===== src/rtl/display_pkg.sv =====
// Shared types and helpers for the seven-segment display arbiter.
// Holds the display range limit, the arbiter state encoding and the clamp.
package display_pkg;

   localparam int          IDX_W    = 3;
   localparam logic [31:0] DISP_MAX = 32'd99_999_999;

   typedef enum logic [1:0] {
      IDLE,
      OWN,
      LINGER
   } state_t;

   // Eight decimal digits cannot show more than DISP_MAX; larger values pin to it.
   function automatic logic [63:0] clamp_disp(input logic [63:0] value);
      return (value > 64'(DISP_MAX)) ? 64'(DISP_MAX) : value;
   endfunction

endpackage


===== src/rtl/display_arbiter_if.sv =====
// Request/grant bus between the display sources and the display arbiter.
// Sources drive req/req_data; the arbiter drives ownership and the display value.
interface display_arbiter_if #(
   parameter int NUM_REQ = 4,
   parameter int DATA_W  = 32
);
   import display_pkg::*;

   logic [NUM_REQ-1:0]        req;
   logic [NUM_REQ*DATA_W-1:0] req_data;
   logic [NUM_REQ-1:0]        grant;
   logic [IDX_W-1:0]          owner;
   logic [DATA_W-1:0]         data_out;
   logic                      data_valid;
   logic                      switch_pulse;

   modport master (
      output req, req_data,
      input  grant, owner, data_out, data_valid, switch_pulse
   );

   modport slave (
      input  req, req_data,
      output grant, owner, data_out, data_valid, switch_pulse
   );

endinterface


===== src/rtl/display_arbiter_rr_picker.sv =====
// Combinational round-robin picker: first set request at or after start, wrapping.
// The request vector is doubled so a plain shift exposes the wrapped order.
module rr_picker
   import display_pkg::*;
#(
   parameter int NUM_REQ = 4
) (
   input  logic [NUM_REQ-1:0] req,
   input  logic [IDX_W-1:0]   start,
   output logic               found,
   output logic [IDX_W-1:0]   winner
);

   logic [2*NUM_REQ-1:0] doubled;
   logic [NUM_REQ-1:0]   rotated;

   // NOTE: every output of a combinational block gets a default first so no path leaves it unassigned (which would infer a latch).
   always_comb begin
      doubled = {req, req};
      rotated = NUM_REQ'(doubled >> start);
      found   = 1'b0;
      winner  = '0;
      // Descending scan so the lowest rotated position is written last and wins.
      for (int i = NUM_REQ - 1; i >= 0; i--) begin
         if (rotated[i]) begin
            found  = 1'b1;
            winner = (int'(start) + i >= NUM_REQ) ? IDX_W'(int'(start) + i - NUM_REQ)
                                                  : IDX_W'(int'(start) + i);
         end
      end
   end

endmodule


===== src/rtl/display_arbiter.sv =====
// Round-robin arbiter sharing one 8-digit display among NUM_REQ sources, with a
// minimum on-screen hold time and a clamped, registered display value.
module display_arbiter
   import display_pkg::*;
#(
   parameter int NUM_REQ     = 4,
   parameter int HOLD_CYCLES = 50_000_000,
   parameter int DATA_W      = 32
) (
   input  logic          clk,
   input  logic          rst_n,
   display_arbiter_if.slave bus
);

   localparam int                HOLD_W   = $clog2(HOLD_CYCLES + 1);
   localparam logic [HOLD_W-1:0] HOLD_MAX = HOLD_W'(HOLD_CYCLES);

   state_t               state, state_nxt;
   logic [HOLD_W-1:0]    hold_cnt, hold_nxt;
   logic [IDX_W-1:0]     rr_ptr, rr_nxt;
   logic [IDX_W-1:0]     owner_q, owner_nxt;
   logic [NUM_REQ-1:0]   grant_q, grant_nxt;
   logic [DATA_W-1:0]    data_q, data_nxt;
   logic                 valid_q, valid_nxt;
   logic                 pulse_q, pulse_nxt;

   logic                 found;
   logic [IDX_W-1:0]     winner;
   logic [DATA_W-1:0]    winner_data, owner_data;
   logic                 hold_done, req_own, take, go_idle;

   // rr_ptr already points one past the last owner, so the previous owner is
   // naturally the lowest-priority candidate in every search.
   rr_picker #(.NUM_REQ(NUM_REQ)) u_picker (
      .req    (bus.req),
      .start  (rr_ptr),
      .found  (found),
      .winner (winner)
   );

   always_comb begin
      winner_data = '0;
      owner_data  = '0;
      for (int i = 0; i < NUM_REQ; i++) begin
         if (IDX_W'(i) == winner)  winner_data = bus.req_data[i*DATA_W +: DATA_W];
         if (IDX_W'(i) == owner_q) owner_data  = bus.req_data[i*DATA_W +: DATA_W];
      end
   end

   assign hold_done = (hold_cnt == HOLD_MAX);
   // grant_q is one-hot on the owner while in OWN, so this is req[owner].
   assign req_own   = |(bus.req & grant_q);

   always_comb begin
      state_nxt = state;
      grant_nxt = grant_q;
      owner_nxt = owner_q;
      data_nxt  = data_q;
      valid_nxt = valid_q;
      pulse_nxt = 1'b0;
      rr_nxt    = rr_ptr;
      hold_nxt  = hold_done ? hold_cnt : hold_cnt + 1'b1;
      take      = 1'b0;
      go_idle   = 1'b0;

      unique case (state)
         IDLE: take = found;
         OWN: begin
            if (req_own) begin
               if (hold_done && (winner != owner_q)) take = 1'b1;
               else data_nxt = DATA_W'(clamp_disp(64'(owner_data)));
            end else if (!hold_done) begin
               // Keep the last value on screen until the hold time is honoured.
               state_nxt = LINGER;
               grant_nxt = '0;
            end else if (found) begin
               take = 1'b1;
            end else begin
               go_idle = 1'b1;
            end
         end
         LINGER: begin
            if (hold_done) begin
               if (found) take = 1'b1;
               else go_idle = 1'b1;
            end
         end
         default: go_idle = 1'b1;
      endcase

      if (go_idle) begin
         state_nxt = IDLE;
         grant_nxt = '0;
         valid_nxt = 1'b0;
      end

      if (take) begin
         state_nxt = OWN;
         grant_nxt = NUM_REQ'(1) << winner;
         owner_nxt = winner;
         data_nxt  = DATA_W'(clamp_disp(64'(winner_data)));
         valid_nxt = 1'b1;
         pulse_nxt = 1'b1;
         hold_nxt  = HOLD_W'(1);
         rr_nxt    = (winner == IDX_W'(NUM_REQ - 1)) ? '0 : winner + 1'b1;
      end
   end

   // NOTE: sequential state uses non-blocking assignments so every register samples pre-edge values.
   always_ff @(posedge clk or negedge rst_n) begin
      if (!rst_n) begin
         state    <= IDLE;
         hold_cnt <= '0;
         rr_ptr   <= '0;
         owner_q  <= '0;
         grant_q  <= '0;
         data_q   <= '0;
         valid_q  <= 1'b0;
         pulse_q  <= 1'b0;
      end else begin
         state    <= state_nxt;
         hold_cnt <= hold_nxt;
         rr_ptr   <= rr_nxt;
         owner_q  <= owner_nxt;
         grant_q  <= grant_nxt;
         data_q   <= data_nxt;
         valid_q  <= valid_nxt;
         pulse_q  <= pulse_nxt;
      end
   end

   assign bus.grant        = grant_q;
   assign bus.owner        = owner_q;
   assign bus.data_out     = data_q;
   assign bus.data_valid   = valid_q;
   assign bus.switch_pulse = pulse_q;

endmodule

===== src/flat_wrapper.sv =====
// flat-port wrapper written by rule: the top's interface ports become plain ports
module display_arbiter_flat import display_pkg::*;
#(
   parameter int NUM_REQ     = 4,
   parameter int HOLD_CYCLES = 50_000_000,
   parameter int DATA_W      = 32
)
  (clk, rst_n, bus_req, bus_req_data, bus_grant, bus_owner, bus_data_out, bus_data_valid, bus_switch_pulse);
  display_arbiter_if #(.NUM_REQ(NUM_REQ), .DATA_W(DATA_W)) bus_i ();
  input  logic clk;
  input  logic rst_n;
  input wire logic [$bits(bus_i.req)-1:0] bus_req;
  input wire logic [$bits(bus_i.req_data)-1:0] bus_req_data;
  output wire logic [$bits(bus_i.grant)-1:0] bus_grant;
  output wire logic [$bits(bus_i.owner)-1:0] bus_owner;
  output wire logic [$bits(bus_i.data_out)-1:0] bus_data_out;
  output wire logic [$bits(bus_i.data_valid)-1:0] bus_data_valid;
  output wire logic [$bits(bus_i.switch_pulse)-1:0] bus_switch_pulse;
  assign bus_i.req = bus_req;
  assign bus_i.req_data = bus_req_data;
  assign bus_grant = bus_i.grant;
  assign bus_owner = bus_i.owner;
  assign bus_data_out = bus_i.data_out;
  assign bus_data_valid = bus_i.data_valid;
  assign bus_switch_pulse = bus_i.switch_pulse;
  display_arbiter #(.NUM_REQ(NUM_REQ), .HOLD_CYCLES(HOLD_CYCLES), .DATA_W(DATA_W)) u_core (.clk(clk), .rst_n(rst_n), .bus(bus_i));
endmodule

===== config.mk =====
export PLATFORM = sky130hd
export DESIGN_NAME = display_arbiter_flat
export DESIGN_NICKNAME = d
export VERILOG_FILES = /design/src/rtl/display_pkg.sv /design/src/rtl/display_arbiter_if.sv /design/src/rtl/display_arbiter_rr_picker.sv /design/src/rtl/display_arbiter.sv /design/src/flat_wrapper.sv
export SDC_FILE = /design/constraint.sdc
export NUM_CORES = 1
export LEC_CHECK = 0
export BUFFER_PORTS_ARGS = -buffer_cell sky130_fd_sc_hd__buf_4
export CAP_MARGIN = 10
export CORE_UTILIZATION = 48
export CTS_CLUSTER_DIAMETER = 30
export DETAILED_ROUTE_END_ITERATION = 8
export GPL_ROUTABILITY_DRIVEN = 0
export PLACE_DENSITY_LB_ADDON = 0.08
export SKIP_CTS_REPAIR_TIMING = 1
export SYNTH_ARGS = -nofsm -noshare
export SYNTH_HDL_FRONTEND = slang
export SYNTH_HIERARCHICAL = 1
export SYNTH_SLANG_ARGS = --single-unit

===== constraint.sdc =====
create_clock -name clk -period 3.85 [get_ports clk]
set_input_delay 0.1925 -clock clk [delete_from_list [all_inputs] [get_ports clk]]
set_output_delay 0.1925 -clock clk [all_outputs]
set_load 0.02 [all_outputs]

After elaboration in Yosys (flattened, before gate mapping) --
Cells that the tools add are included.
Word-level totals: input bits 134, register bits after elaboration 72, logic and storage cells 103
Cells by class: magnitude comparators 6, bitwise logic cells 1, multiplexer cells 51, reduce and logical (&&, ||, !) cells 11, shift-type cells 2, eq/ne operators 15, add/subtract/negate cells 9
Operator list (number):
- 32-bit 2-to-1 mux | 14
- 32-bit by 27-bit greater-than comparator with 1-bit output, second input constant | 2
- 26-bit 2-to-1 mux | 2
- 3-bit 2-to-1 mux | 9
- 26-bit by 1-bit adder with 26-bit output, second input constant | 1
- 26-bit equality test, second input constant | 1
- 4-bit 2-to-1 mux | 5
- 1-bit 2-to-1 mux | 14
- 2-bit by 3-bit equality test with 1-bit output, first input constant | 4
- 4-bit by 3-bit >= comparator with 1-bit output, second input constant | 3
- 3-bit subtractor, second input constant | 4
- 2-bit 2-to-1 mux | 5
- 3-bit by 2-bit adder with 4-bit output, second input constant | 2
- 8-bit by 3-bit >> shifter with 4-bit output | 1
- 1-bit by 3-bit equality test with 1-bit output, first input constant | 2
- 3-bit zero test | 2
- 3-bit != test, second input constant | 2
- 1-bit case mux with 3 select lines | 2
- 3-bit AND reduction | 2
- 2-bit nonzero test | 3
- 3-bit by 1-bit adder with 4-bit output, second input constant | 1
- 4-bit bitwise AND | 1
- 4-bit OR reduction | 1
- 1-bit by 3-bit << shifter with 4-bit output, first input constant | 1
- 11 further kinds | 11

Logic depth before layout (Yosys ltp) --
depth in word-level cells 15, gate-level depth with buffers 20, gate-level depth less buffers 15

Cells and area by module --
Netlist, hierarchy kept.
By module, submodules not included:
- display_arbiter | times used 1, area each 5789.3 um^2, cells each 622, seq. area each 1801.7 um^2
- rr_picker | times used 1, area each 277.8 um^2, cells each 46, seq. area each 0.0 um^2

Worst setup path after synthesis --
No wires, ideal clock.
path kind register -> register, start point reg u_core.rr_ptr[0], end point reg u_core.data_q[10] (netlist: u_core/bus.data_out[10]), required time 3.724 ns, arrival time 3.962 ns, stages on the path, launching flop included 20, path buffers 5, slack -0.238 ns, path through dfrtp_1 > buf_2 > inv_2 > ha_1 > clkbuf_1 > o41ai_1 > a21oi_1 > o211ai_1 > inv_1 > ha_1 > buf_4 > buf_2 > nand3b_1 > a221oi_1 > o21ai_0 > nor4_1 > nand4_1 > and4_4 > buf_6 > a221o_1
On the way: cells in the longest elaborated chain, start to end 15, elaborated cells on any way between the ends 46, classes of those cells add/sub (7); order compare (5); eq/ne (5); shift (1); mux (23); reduce/logical (5)
RTL lines:
- start: declaration | line display_arbiter.sv:20 | logic [IDX_W-1:0] rr_ptr, rr_nxt;
- start signal: assignment | line display_arbiter.sv:123 | rr_ptr <= rr_nxt;
- 3-bit by 2-bit adder with 4-bit output | line display_arbiter_rr_picker.sv:27, display_arbiter_rr_picker.sv:28
- 4-bit by 3-bit >= comparator with 1-bit output / 3-bit subtractor (equally long branches) | line display_arbiter_rr_picker.sv:27 | winner = (int'(start) + i >= NUM_REQ) ? IDX_W'(int'(start) + i - NUM_REQ)
- 3-bit 2-to-1 mux | line display_arbiter_rr_picker.sv:27
- 3-bit 2-to-1 mux (3 in a row) | line display_arbiter_rr_picker.sv:25 | if (rotated[i]) begin
- 3-bit 2-to-1 mux (*) | line display_arbiter_rr_picker.sv:25
- named net u_core.winner[1] | line display_arbiter.sv:28 | logic [IDX_W-1:0] winner;
- 3-bit zero test | line display_arbiter.sv:45 | if (IDX_W'(i) == winner) winner_data = bus.req_data[i*DATA_W +: DATA_W];
- 32-bit 2-to-1 mux (4 in a row) | line display_arbiter.sv:45
- 32-bit by 27-bit greater-than comparator with 1-bit output | line display_pkg.sv:16 | return (value > 64'(DISP_MAX)) ? 64'(DISP_MAX) : value;
- 32-bit 2-to-1 mux | line display_pkg.sv:16
- 32-bit 2-to-1 mux | line display_arbiter.sv:97 | if (take) begin
- end signal: assignment | line display_arbiter.sv:126 | data_q <= data_nxt;
- end: declaration | line display_arbiter.sv:23 | logic [DATA_W-1:0] data_q, data_nxt;
Mark *: on every way through the listed nets, which the timed path passes. The rest lies on a longest branch. A chain may end at the register's enable or synchronous reset.

Final worst setup path --
start point reg u_core.rr_ptr[0], end point reg u_core.data_q[8] (netlist: u_core/bus.data_out[8])
The elaborated chain is that of the path after synthesis.

==> impl_metrics.yaml <==
worst_setup_path:
  critPathArrivalTime_ns: 4.12
  critPathMaxFanout: 13
  end_kind: "register"
  cp.required_ns: 4.07
  reg2reg_depth: 17
  cp-startpoint: "u_core/rr_ptr[0]"
  r2r-end: "u_core/bus.data_out[8]"
  path_class: "register to register"
  rrSetupSlack_ns: -0.06
  r2r_start: "u_core/rr_ptr[0]"
  worstSetupEndpoint: "u_core/bus.data_out[8]"
  critPathLaunchType: "register"
cells_and_area:
  final-seq-area_um2: 1804
  multi_input_area_um2: 4041
  final_common_cell: "buf_4"
  post_route_cells_drive_above_1_share_pct: 38.24
  fillers: 1011
  fin_cells: 1018
  nNetsFinal: 986
  layout_common_cells: "buf_4 (213), dfrtp_1 (70), nor2_1 (56), nand2_1 (49), a21oi_1 (38)"
  diodes: 0
  fin_util_pct: 67.21
  area_delta_synth_final_pct: 34.73
  fin_area_um2: 8174
outcome:
  violations: "hold timing, setup timing"
  outcome: "finished, violations left"
clock_network:
  cts_htree_levels: 3
  cts_sinks: 72
  cts_root_buf: "clkbuf_16"
  clk_pin_slew_ns: 0.06
  clk_latency_ns: 0.34
  tritoncts: "done"
  cts.path.max_buffers: 2
  cts_buffers: 9
power:
  finalPower_mw: 6.700
  peakVddDrop_v: 0.0004101
  p_leak_nw: 3.469
  p_per_area_nw_per_um2: 819.6
sta:
  fin_hold_ws_ns: -0.02681
  setup_ws_ns: -0.05692
  finalHoldViolCount: 18
  period_share_pct: 101.5
  tightest_slew_ns: 0.9176
  fmax_mhz: 256.0
  fin_skew_ns: 0.008303
  drv_slew: 0
  period_minus_slack_ns: 3.907
  setup_viol: 3
  slew_headroom_pct: 38.82
drt:
  drt_wl_total_um: 20470
  ant_nets: 0
  routedWlPerCell_um: 20.10
  drt-initial-drc-count: 648
  drc: 0
  drtPass1Iterations: 5
  vias_per_cell: 6.352
  num_vias: 6466
yosys:
  async_reset_ff_share_pct: 100.0
  yosys_warnings: 6
  synthesis.area_um2: 6067
  seq_area_frac_synth_pct: 29.70
  synth-seq-cells: 72
  synth_cell_type_count: 86
  netlist_instances: 668
  syn_nets: 809
  synth_edf_count: 0
  avgSynthCellArea_um2: 9.082
  synthFlopType: "dfrtp_1"
global_routing:
  grt_pass1_wl_um: 31320
  grt_use_total_pct: 30.92
  antenna_found_initial: 0
  grt_overflow_total: 0
  grt_max_degree: 73
  first_global_vias: 6236
placed_design:
  placed_area_um2: 7580
  hpwl_um: 15110
  dp_cells: 987
  port-buffer-count: 174
floorplan:
  fp-row-count: 40
  die_area_um2: 13090
  io_pins: 175
  die_y_um: 114.4
  core_um2: 12160
  die_w_um: 114.4
  initial_utilization_pct: 49.89
worst_hold_path:
  hold_class: "input port to async pin"
run:
  maxCapViolations: 0
-- worst min path at each step --
stage | from | to | depth (start not counted)
3_5_place_dp | rst_n | u_core/rr_ptr[0] | 1
5_1_grt | rst_n | u_core/bus.owner[1] | 1
4_1_cts | rst_n | u_core/rr_ptr[0] | 1
2_1_floorplan | rst_n | u_core/bus.data_out[0] | 0
6_report | rst_n | u_core/bus.owner[1] | 1
3_3_place_gp | rst_n | u_core/rr_ptr[0] | 1
-- state kept, by name (all words and copies together) (netlist names) --
| signal | count |
|---|---|
| u_core/rr_ptr | 3 |
| u_core/bus.data_valid | 1 |
| u_core/state | 2 |
| u_core/hold_cnt | 26 |
| u_core/bus.data_out | 32 |
| u_core/bus.switch_pulse | 1 |
| u_core/bus.grant | 4 |
| u_core/bus.owner | 3 |
-- power breakdown --
group	switching (mW)	internal, mW	leakage (nW)
combinational	2.52	2.16	2.44
sequential	0.249	0.951	0.893
clock	0.322	0.502	0.140
total	3.09	3.61	3.47
-- worst max-delay path: stages, from the launching register on --
cell,delay [ns]
dfrtp_1,0.40
inv_4,0.05
ha_4,0.28
nor4b_4,0.32
a21oi_2,0.10
o31ai_1,0.09
o211ai_1,0.12
buf_4,0.18
ha_4,0.18
buf_12,0.14
buf_4,0.13
or3b_2,0.18
a21oi_1,0.08
nor4_1,0.49
and4_4,0.33
nand4_1,0.15
and4_4,0.24
a221o_1,0.30
-- per-layer routing --
| layer | global-route usage [%] | vias to the layer above | part of all wire (%) |
|---|---|---|---|
| met5 | 0 | - | 0 |
| met4 | 13.59 | 0 | 4.1 |
| met3 | 6.247 | 68 | 8.0 |
| met2 | 51.64 | 374 | 48 |
| met1 | 38.77 | 3127 | 40 |
| li1 | - | 2897 | - |
-- cell type report --
type / instances / share of cell area [%]
clock buffer: 11 / 2.847
clock inverter: 5 / 0.6888
inverter: 29 / 1.362
tap: 168 / 2.572
timing repair buffer: 220 / 21.02
multi-input combinational: 513 / 49.44
sequential: 72 / 22.07
-- metrics by stage --
| stage | TNS, ns | setup slack (ns) |
|---|---|---|
| after floorplan | 0 | 0.005742 |
| after global placement | 0 | 0.06910 |
| after detailed placement | -1.846 | -0.1675 |
| after CTS | -2.332 | -0.1965 |
| after global routing | -0.7503 | -0.08439 |
| final | -0.1513 | -0.05692 |
-- synthesized netlist by cell type, types with 5 or more instances --
master | count | area share (%)
a21oi_1 | 42 | 3.5
and3_1 | 5 | 0.52
nand2_1 | 49 | 3.0
nor2b_1 | 13 | 1.3
a22oi_1 | 27 | 3.3
o2bb2ai_1 | 10 | 1.4
buf_4 | 11 | 1.4
nor3b_1 | 9 | 1.1
a211o_1 | 8 | 1.2
a221oi_1 | 18 | 2.6
clkbuf_1 | 10 | 0.62
and2_1 | 13 | 1.3
o21ai_0 | 21 | 1.7
nand4_1 | 9 | 0.93
xor2_1 | 12 | 1.7
o22a_1 | 8 | 1.2
nand3b_1 | 9 | 1.1
nor2_1 | 56 | 3.5
nand2b_1 | 12 | 1.2
ha_1 | 7 | 1.4
a211oi_1 | 6 | 0.74
inv_1 | 26 | 1.6
buf_2 | 28 | 2.3
mux4_2 | 24 | 8.9
a221o_1 | 15 | 2.5
nand3_1 | 16 | 1.3
nor4_1 | 9 | 0.93
o221a_2 | 5 | 0.93
dfrtp_1 | 72 | 30
nor3_1 | 10 | 0.82
xnor2_1 | 14 | 2.0
or3b_2 | 6 | 0.87
-- logic make-up (layout without fill, tap and decap cells) --
kind of cell	after synthesis	after routing	share of synthesized area, %
and+or+nand+nor	250	250	23.32
xor gates and xnor gates	26	26	3.753
AOI/OAI and AO/OA	197	197	24.58
adders and majority gates	7	7	1.444
muxes	32	32	10.31
DFF	72	72	29.70
buffers and inverters	83	265	6.826
other	1	1	0.06181
Power figures use the tool's default switching activity.
